===== config.mk =====
export PLATFORM = sky130hd
export DESIGN_NAME = int_ctrl_flat
export DESIGN_NICKNAME = d
export VERILOG_FILES = /design/src/rtl/int_ctrl_if.sv /design/src/rtl/int_ctrl.sv /design/src/flat_wrapper.sv
export SDC_FILE = /design/constraint.sdc
export NUM_CORES = 1
export LEC_CHECK = 0
export ABC_AREA = 1
export CORE_MARGIN = 1.5
export CORE_UTILIZATION = 30
export DETAILED_ROUTE_END_ITERATION = 6
export DONT_BUFFER_PORTS = 1
export GPL_TIMING_DRIVEN = 0
export PLACE_DENSITY = 0.42
export SYNTH_ARGS = -nofsm -noshare
export SYNTH_HDL_FRONTEND = slang
export SYNTH_SLANG_ARGS = --single-unit
export TNS_END_PERCENT = 10

===== constraint.sdc =====
create_clock -name clk -period 1.12 [get_ports clk]
set_input_delay 0.056 -clock clk [delete_from_list [all_inputs] [get_ports clk]]
set_output_delay 0.056 -clock clk [all_outputs]
set_load 0.05 [all_outputs]

===== src/rtl/int_ctrl_if.sv =====
// Register-window and control-unit handshake bundle for int_ctrl.
// master = bus/control-unit side, slave = the interrupt controller.
interface int_ctrl_if #(
    parameter int NUM_SRC    = 8,
    parameter int DATA_WIDTH = 32
);
    localparam int ID_W = (NUM_SRC > 1) ? $clog2(NUM_SRC) : 1;

    logic [1:0]            addr;
    logic                  wr;
    logic                  rd;
    logic [DATA_WIDTH-1:0] wdata;
    logic [DATA_WIDTH-1:0] rdata;
    logic                  hwint;
    logic [ID_W-1:0]       int_id;
    logic                  int_ack;
    logic                  eoi;

    modport master (
        output addr, wr, rd, wdata, int_ack, eoi,
        input  rdata, hwint, int_id
    );

    modport slave (
        input  addr, wr, rd, wdata, int_ack, eoi,
        output rdata, hwint, int_id
    );
endinterface


===== src/rtl/int_ctrl.sv =====
// Interrupt controller: NUM_SRC maskable edge/level sources, fixed priority
// (bit 0 highest), single hwint request with ack/EOI handshake.
module int_ctrl #(
    parameter int NUM_SRC    = 8,
    parameter int DATA_WIDTH = 32
) (
    input  logic               clk,
    input  logic               rst,
    input  logic [NUM_SRC-1:0] src,
    int_ctrl_if.slave          bus
);
    localparam int ID_W = (NUM_SRC > 1) ? $clog2(NUM_SRC) : 1;

    localparam logic [1:0] A_ENABLE   = 2'd0;
    localparam logic [1:0] A_PENDING  = 2'd1;
    localparam logic [1:0] A_EDGE_SEL = 2'd2;
    localparam logic [1:0] A_ACTIVE   = 2'd3;

    typedef enum logic [1:0] {
        IDLE    = 2'd0,
        REQ     = 2'd1,
        SERVICE = 2'd2
    } state_t;

    state_t                state_q, state_d;
    logic [NUM_SRC-1:0]    s1_q, s2_q, s3_q, s3_d;
    logic [NUM_SRC-1:0]    enable_q, enable_d;
    logic [NUM_SRC-1:0]    pending_q, pending_d;
    logic [NUM_SRC-1:0]    edge_sel_q, edge_sel_d;
    logic [ID_W-1:0]       int_id_q, int_id_d;
    logic [DATA_WIDTH-1:0] rdata_q, rdata_d;

    logic [NUM_SRC-1:0]    eligible, edge_det, ack_clr, w1c_clr, wdata_src;
    logic [ID_W-1:0]       winner;
    logic                  ack_take;

    assign wdata_src = bus.wdata[NUM_SRC-1:0];

    // NOTE: every variable assigned in an always_comb gets a default at the
    // top of the block, so no path leaves it unassigned and no latch appears.
    always_comb begin
        eligible = pending_q & enable_q;
        winner   = '0;
        for (int i = NUM_SRC - 1; i >= 0; i--) begin
            if (eligible[i]) winner = ID_W'(i);
        end
    end

    always_comb begin
        state_d  = state_q;
        int_id_d = int_id_q;
        ack_take = 1'b0;
        unique case (state_q)
            IDLE: begin
                if (|eligible) begin
                    state_d  = REQ;
                    int_id_d = winner;
                end
            end
            REQ: begin
                // An ack beats a same-cycle loss of eligibility.
                if (bus.int_ack) begin
                    state_d  = SERVICE;
                    ack_take = 1'b1;
                end else if (eligible == '0) begin
                    state_d = IDLE;
                end else begin
                    int_id_d = winner;
                end
            end
            SERVICE: begin
                if (bus.eoi) state_d = IDLE;
            end
            default: state_d = IDLE;
        endcase
    end

    always_comb begin
        edge_det = s2_q & ~s3_q;
        ack_clr  = '0;
        for (int i = 0; i < NUM_SRC; i++) begin
            if (ack_take && (int_id_q == ID_W'(i))) ack_clr[i] = 1'b1;
        end
        w1c_clr = (bus.wr && bus.addr == A_PENDING) ? wdata_src : '0;

        // Edge bits: a new edge outranks any clear. Level bits follow s2.
        pending_d = ((edge_det | (pending_q & ~(ack_clr | w1c_clr))) & edge_sel_q)
                  | (s2_q & ~edge_sel_q);

        enable_d   = enable_q;
        edge_sel_d = edge_sel_q;
        if (bus.wr && bus.addr == A_ENABLE)   enable_d   = wdata_src;
        if (bus.wr && bus.addr == A_EDGE_SEL) edge_sel_d = wdata_src;

        // On a mode change, align history with the value s2 is about to take
        // so the switch itself never looks like a rising edge.
        s3_d = s2_q;
        for (int i = 0; i < NUM_SRC; i++) begin
            if (edge_sel_d[i] != edge_sel_q[i]) s3_d[i] = s1_q[i];
        end
    end

    // Reads see pre-write register contents.
    always_comb begin
        rdata_d = '0;
        if (bus.rd) begin
            unique case (bus.addr)
                A_ENABLE:   rdata_d[NUM_SRC-1:0] = enable_q;
                A_PENDING:  rdata_d[NUM_SRC-1:0] = pending_q;
                A_EDGE_SEL: rdata_d[NUM_SRC-1:0] = edge_sel_q;
                A_ACTIVE: begin
                    rdata_d[DATA_WIDTH-1] = (state_q == SERVICE);
                    rdata_d[ID_W-1:0]     = int_id_q;
                end
                default: rdata_d = '0;
            endcase
        end
    end

    // NOTE: state is updated with non-blocking assignments so every flop
    // samples the pre-edge values regardless of statement order.
    always_ff @(posedge clk or negedge rst) begin
        if (!rst) begin
            state_q    <= IDLE;
            s1_q       <= '0;
            s2_q       <= '0;
            s3_q       <= '0;
            enable_q   <= '0;
            pending_q  <= '0;
            edge_sel_q <= '0;
            int_id_q   <= '0;
            rdata_q    <= '0;
        end else begin
            state_q    <= state_d;
            s1_q       <= src;
            s2_q       <= s1_q;
            s3_q       <= s3_d;
            enable_q   <= enable_d;
            pending_q  <= pending_d;
            edge_sel_q <= edge_sel_d;
            int_id_q   <= int_id_d;
            rdata_q    <= rdata_d;
        end
    end

    assign bus.hwint  = (state_q == REQ);
    assign bus.int_id = int_id_q;
    assign bus.rdata  = rdata_q;

endmodule


===== src/flat_wrapper.sv =====
// flat-port wrapper written by rule: the top's interface ports become plain ports
module int_ctrl_flat 
#(
    parameter int NUM_SRC    = 8,
    parameter int DATA_WIDTH = 32
)
  (clk, rst, src, bus_addr, bus_wr, bus_rd, bus_wdata, bus_int_ack, bus_eoi, bus_rdata, bus_hwint, bus_int_id);
  int_ctrl_if #(.NUM_SRC(NUM_SRC), .DATA_WIDTH(DATA_WIDTH)) bus_i ();
  input  logic clk;
  input  logic rst;
  input  logic [NUM_SRC-1:0] src;
  input wire logic [$bits(bus_i.addr)-1:0] bus_addr;
  input wire logic [$bits(bus_i.wr)-1:0] bus_wr;
  input wire logic [$bits(bus_i.rd)-1:0] bus_rd;
  input wire logic [$bits(bus_i.wdata)-1:0] bus_wdata;
  input wire logic [$bits(bus_i.int_ack)-1:0] bus_int_ack;
  input wire logic [$bits(bus_i.eoi)-1:0] bus_eoi;
  output wire logic [$bits(bus_i.rdata)-1:0] bus_rdata;
  output wire logic [$bits(bus_i.hwint)-1:0] bus_hwint;
  output wire logic [$bits(bus_i.int_id)-1:0] bus_int_id;
  assign bus_i.addr = bus_addr;
  assign bus_i.wr = bus_wr;
  assign bus_i.rd = bus_rd;
  assign bus_i.wdata = bus_wdata;
  assign bus_i.int_ack = bus_int_ack;
  assign bus_i.eoi = bus_eoi;
  assign bus_rdata = bus_i.rdata;
  assign bus_hwint = bus_i.hwint;
  assign bus_int_id = bus_i.int_id;
  int_ctrl #(.NUM_SRC(NUM_SRC), .DATA_WIDTH(DATA_WIDTH)) u_core (.clk(clk), .rst(rst), .src(src), .bus(bus_i));
endmodule

## Word level (Yosys, flattened, before mapping)

Cells that the tools add are included.

| storage, ports and cells | value |
|---|---|
| register bits | 85 |
| latch bits | 0 |
| bits in writable memories | 0 |
| bits in read-only memories | 0 |
| output and inout port bits | 36 |
| word-level logic and storage cells | 105 |
| memories kept | 0 |

| operators by class | value |
|---|---|
| add/sub/neg operators | 0 |
| multiply operators | 0 |
| divide/modulo/power cells | 0 |
| order comparisons | 0 |
| equality and inequality tests | 25 |
| shifts and indexed selects | 0 |
| multiplexer cells | 41 |
| bitwise gates (word level) | 11 |
| reductions and logical operators | 19 |

Operators with widths:

| kind | count |
|---|---|
| $and 8x8->8 | 5 |
| $mux 3 | 11 |
| $mux 32 | 1 |
| $not 8->8 | 3 |
| $or 8x8->8 | 3 |
| $mux 1 | 19 |
| $mux 8 | 2 |
| $pmux 5 s3 | 1 |
| $eq 3x3->1 const B | 4 |
| $pmux 3 s4 | 1 |
| $logic_and 1x1->1 | 11 |
| $logic_not 8->1 | 1 |
| $mux 2 | 4 |
| $ne 1x1->1 | 8 |
| $reduce_or 8->1 | 1 |
| $eq 2x2->1 const B | 3 |
| $eq 3x2->1 const B | 2 |
| $ne 2x2->1 const B | 3 |
| $pmux 2 s3 | 1 |
| $pmux 3 s2 | 1 |
| $eq 2x1->1 const B | 2 |
| $logic_not 2->1 | 2 |
| $reduce_and 4->1 | 1 |
| $eq 3x1->1 const B | 1 |
| 5 further kinds | 5 |

## Logic depth before layout (Yosys ltp)

| logic depth | value |
|---|---|
| word-level depth | 12 |
| mapped depth | 10 |

## Worst setup path before layout

No wires, ideal clock.

| path | value |
|---|---|
| kind | reg2reg |
| start point | register u_core.state_q[1] |
| end point | register u_core.pending_q[4] |
| arrival time | 1.640 ns |
| slack | -0.647 ns |
| stages on the path, launching flop included | 7 |
| path buffers | 0 |
| path through | dfrtp_1 > nor2_1 > nand2_1 > inv_1 > nand2_1 > nor2_1 > o21ai_0 |

| between the ends | value |
|---|---|
| longest elaborated chain between the ends | 10 |

RTL lines:

| element | line | text |
|---|---|---|
| from (decl) | int_ctrl.sv:25 | `state_t state_q, state_d;` |
| from (signal assigned) | int_ctrl.sv:134 | `state_q <= state_d;` |
| $eq 2x1->1 | -- |  |
| net bus_hwint | flat_wrapper.sv:19 | `output wire logic [$bits(bus_i.hwint)-1:0] bus_hwint;` |
| $mux 1 | int_ctrl.sv:53 | `unique case (state_q)` |
| $logic_and 1x1->1 | int_ctrl.sv:82 | `if (ack_take && (int_id_q == ID_W'(i))) ack_clr[i] = 1'b1;` |
| $mux 1 | int_ctrl.sv:82 |  |
| $or 8x8->8 | int_ctrl.sv:87 | `pending_d = ((edge_det \| (pending_q & ~(ack_clr \| w1c_clr))) & edge_sel_q)` |
| $not 8->8 | int_ctrl.sv:87 |  |
| $and 8x8->8 | int_ctrl.sv:87 |  |
| $or 8x8->8 | int_ctrl.sv:87 |  |
| $and 8x8->8 | int_ctrl.sv:87 |  |
| $or 8x8->8 | int_ctrl.sv:88 | `\| (s2_q & ~edge_sel_q);` |
| net u_core.pending_d[4] | int_ctrl.sv:28 | `logic [NUM_SRC-1:0] pending_q, pending_d;` |
| to (signal assigned) | int_ctrl.sv:139 | `pending_q <= pending_d;` |
| to (decl) | int_ctrl.sv:28 |  |

The timed path passes the listed nets, and every way through them passes these cells.
A chain may end at the register's enable or synchronous reset.

## Worst setup path in the final report

| path | value |
|---|---|
| start point | register u_core.state_q[0] |
| end point | register u_core.pending_q[6] |

The elaborated chain is that of the path after synthesis.

==> results.cfg <==
[min_path]
hp-class = input port to asynchronous set/reset pin

[timing]
setup_ws_ns = -0.246
period_minus_slack_ns = 1.37
worstMarginPinSlew_ns = 0.650
rsz0062_at_grt = yes
hold_slack_ns = -0.598
maxSlewHeadroom_pct = 56.5
setup_viol = 14
fin_crit_sh_pct = 122
clock_skew_ns = 0.00964
hold_viol_final = 62
fin_tns_setup_ns = -2.56
slew_violations = 0
fmax_mhz = 732

[status]
violations = negative hold slack, negative setup slack
status = complete, but fails checks

[detailed_routing]
avgRoutedWirePerCell_um = 12.7
drc = 0
dr.pass1.iters = 4
vias = 2215
ant_nets = 0
via_per_inst = 4.37
routed_wl_um = 6450
initialDrtViolationCount = 79

[placement]
dp.cells = 466
gp_congestion = 0.806
dp_hpwl_um = 4470
port_buffers = 0

[power_and_ir_drop]
p_leak_nw = 1.84
swShare_pct = 37.7
p_switching_w = 0.00264
comb_power_share_pct = 24.4
intPower_w = 0.00436
p_clk_share_pct = 29.0
peakVddDrop_mv = 0.575
seqPwrFrac_pct = 46.7
power_density_mw_per_mm2 = 1930

[synthesis]
ys_top_cells_by_area = dfrtp_1 55%, nand2_1 14%, buf_4 6.1%, inv_1 5.4%, o21ai_0 3.0%
netlist.area_leader.share_pct = 54.6
synthCells = 333
synthDistinctLibCells = 24
ys_seq_area_share_pct = 54.6
avgSynthCellArea_um2 = 8.53
synth_area_mm2 = 0.00284
synth-seq-cells = 62
synth_top_area_cell = dfrtp_1
yosysWarnings = 0

[finish]
fin_cells = 507
final.fill_count = 949
layout_commonest_cell = nand2_1
layout-drive-gt1-share_pct = 19.7
syn_to_final_growth_pct = 27.5
final_cell_mix = 101 x nand2_1, 59 x dfrtp_1, 39 x inv_1
num_antenna_cells = 0
fin_nets = 439

[global_routing]
first_global_vias = 2090
antenna_found_initial = 0
busiest_layer = met2
grt_overflow = 0
met1_usage_pct = 19.3
met2_usage_pct = 21.4
grt_pass1_wl_um = 10700
grt_usage_pct = 14.2
met3_usage_pct = 3.27
grt_max_degree = 63

[flow_run]
maxCapViolations = 0

[clock_network]
cts_tree = done
worstSkewPairLatency_ns = 0.34
cts.sinks = 62
cts_hold_buf = 22
cts_buffer_depth = 2
htreeDepth = 3
clock-root-buffer = clkbuf_8
cts_inserted_buffers = 9
cts.clk_slew.worst_paths_ns = 0.07

[die]
rows = 35
dieHeight_um = 100
dieArea_mm2 = 0.0101
coreArea_mm2 = 0.00920
die_w_um = 100
start_util_pct = 30.9
ios = 84

[critical_path]
path_class = flip-flop to flip-flop
arrival_ns = 1.60
required_ns = 1.35
r2r-end = u_core.pending_q[6]
cp-end-kind = flip-flop
r2r_start = u_core.state_q[0]
start_kind = flip-flop
ff2ff_path_depth = 7
r2r_slack_ns = -0.25
crit_fanout = 4
-- layout make-up --
class                      count  area [um2]  share of cell area [%]
timing repair buffer          25         243                    6.71
clock inverter                 4        45.0                    1.24
inverter                      42         165                    4.56
sequential                    62        1560                    43.0
clock buffer                  12         155                    4.29
tap                          111         139                    3.84
buffer                        27         204                    5.63
multi-input combinational    224        1110                    30.7
-- metal layers --
layer / part of all wire, % / vias to the layer above
li1: - / 1122
met1: 50 / 1023
met2: 44 / 61
met3: 4.9 / 9
met4: 1.4 / 0
met5: 0 / -
-- worst max path at each step --
| stage | from | end | slack, ns |
|---|---|---|---|
| floorplan | u_core.state_q[0] | u_core.pending_q[3] | -0.13 |
| global placement | u_core.state_q[0] | u_core.pending_q[0] | -0.36 |
| detailed placement | u_core.state_q[0] | u_core.pending_q[0] | -0.36 |
| CTS | u_core.state_q[1] | u_core.bus.int_id[0] | -0.24 |
| global route | u_core.state_q[0] | u_core.pending_q[6] | -0.32 |
| finish | u_core.state_q[0] | u_core.pending_q[6] | -0.25 |
-- flip-flops by register name, indices dropped and copies added, names as in the netlist --
name,flops
u_core.edge_sel_q,8
u_core.s2_q,8
u_core.state_q,2
u_core.bus.rdata,9
u_core.bus.int_id,3
u_core.s1_q,8
u_core.pending_q,8
u_core.s3_q,8
u_core.enable_q,8
-- cells by family (layout without fill, tap and decap cells) --
family                 Yosys count  after routing  synth area share [%]
AO/OA/AOI/OAI                   56             56                  11.5
other                            1             23                 0.132
AND/OR/NAND/NOR                145            145                  21.0
buffers and inverters           69            110                  12.7
flip-flops                      62             62                  54.6
-- critical path, cell delays in order, from the launching register on --
cell     delay, ns
dfrtp_1       0.38
inv_2         0.05
nor2_4        0.33
nand2_4       0.13
inv_8         0.10
nand2_8       0.07
nor2_4        0.13
o21ai_1       0.06
-- repair_timing --
action	4_1_cts	5_1_grt
pin swaps	4	7
endpoints found under the hold margin	108	62
resized for setup	24	8
setup buffers	1	2
endpoints found under the setup margin	19	15
-- power groups by stage --
stage          registers (W)  clock network (W)  logic (W)
3_3_place_gp         0.00328                  0    0.00132
6_report             0.00327            0.00203    0.00170
5_1_grt              0.00332            0.00220    0.00190
4_1_cts              0.00326            0.00207    0.00161
2_1_floorplan        0.00317                  0    0.00115
3_5_place_dp         0.00328                  0    0.00134
-- cell usage after synthesis --
| cell type | number |
|---|---|
| nand2_1 | 104 |
| dfrtp_1 | 62 |
| inv_1 | 41 |
| buf_4 | 23 |
| nor2_1 | 17 |
| o21ai_0 | 17 |
| o21ai_1 | 16 |
| nand3_1 | 14 |
| a21oi_1 | 10 |
| o21ai_2 | 8 |
| nor2_2 | 5 |
| a41oi_1 | 3 |
| buf_6 | 2 |
| and3_1 | 1 |
| buf_2 | 1 |
| clkbuf_1 | 1 |
| conb_1 | 1 |
| inv_2 | 1 |
| nand2_4 | 1 |
| nor2_4 | 1 |
| nor3_1 | 1 |
| nor4_1 | 1 |
| o21bai_1 | 1 |
| o31ai_1 | 1 |
-- metrics by stage --
step | area [um2] | util (%) | hold slack, ns | setup WS (ns) | total power, W
2_1_floorplan | 2930 | - | -0.240 | -0.128 | 0.00432
3_5_place_dp | 3070 | 33.4 | -0.238 | -0.360 | 0.00463
3_3_place_gp | 3070 | 33.4 | -0.238 | -0.361 | 0.00461
6_report | 3620 | 39.4 | -0.598 | -0.246 | 0.00700
5_1_grt | 3620 | 39.4 | -0.623 | -0.319 | 0.00742
4_1_cts | 3580 | 38.9 | -0.611 | -0.241 | 0.00695
Note: power is estimated with default switching activity, not from simulation.
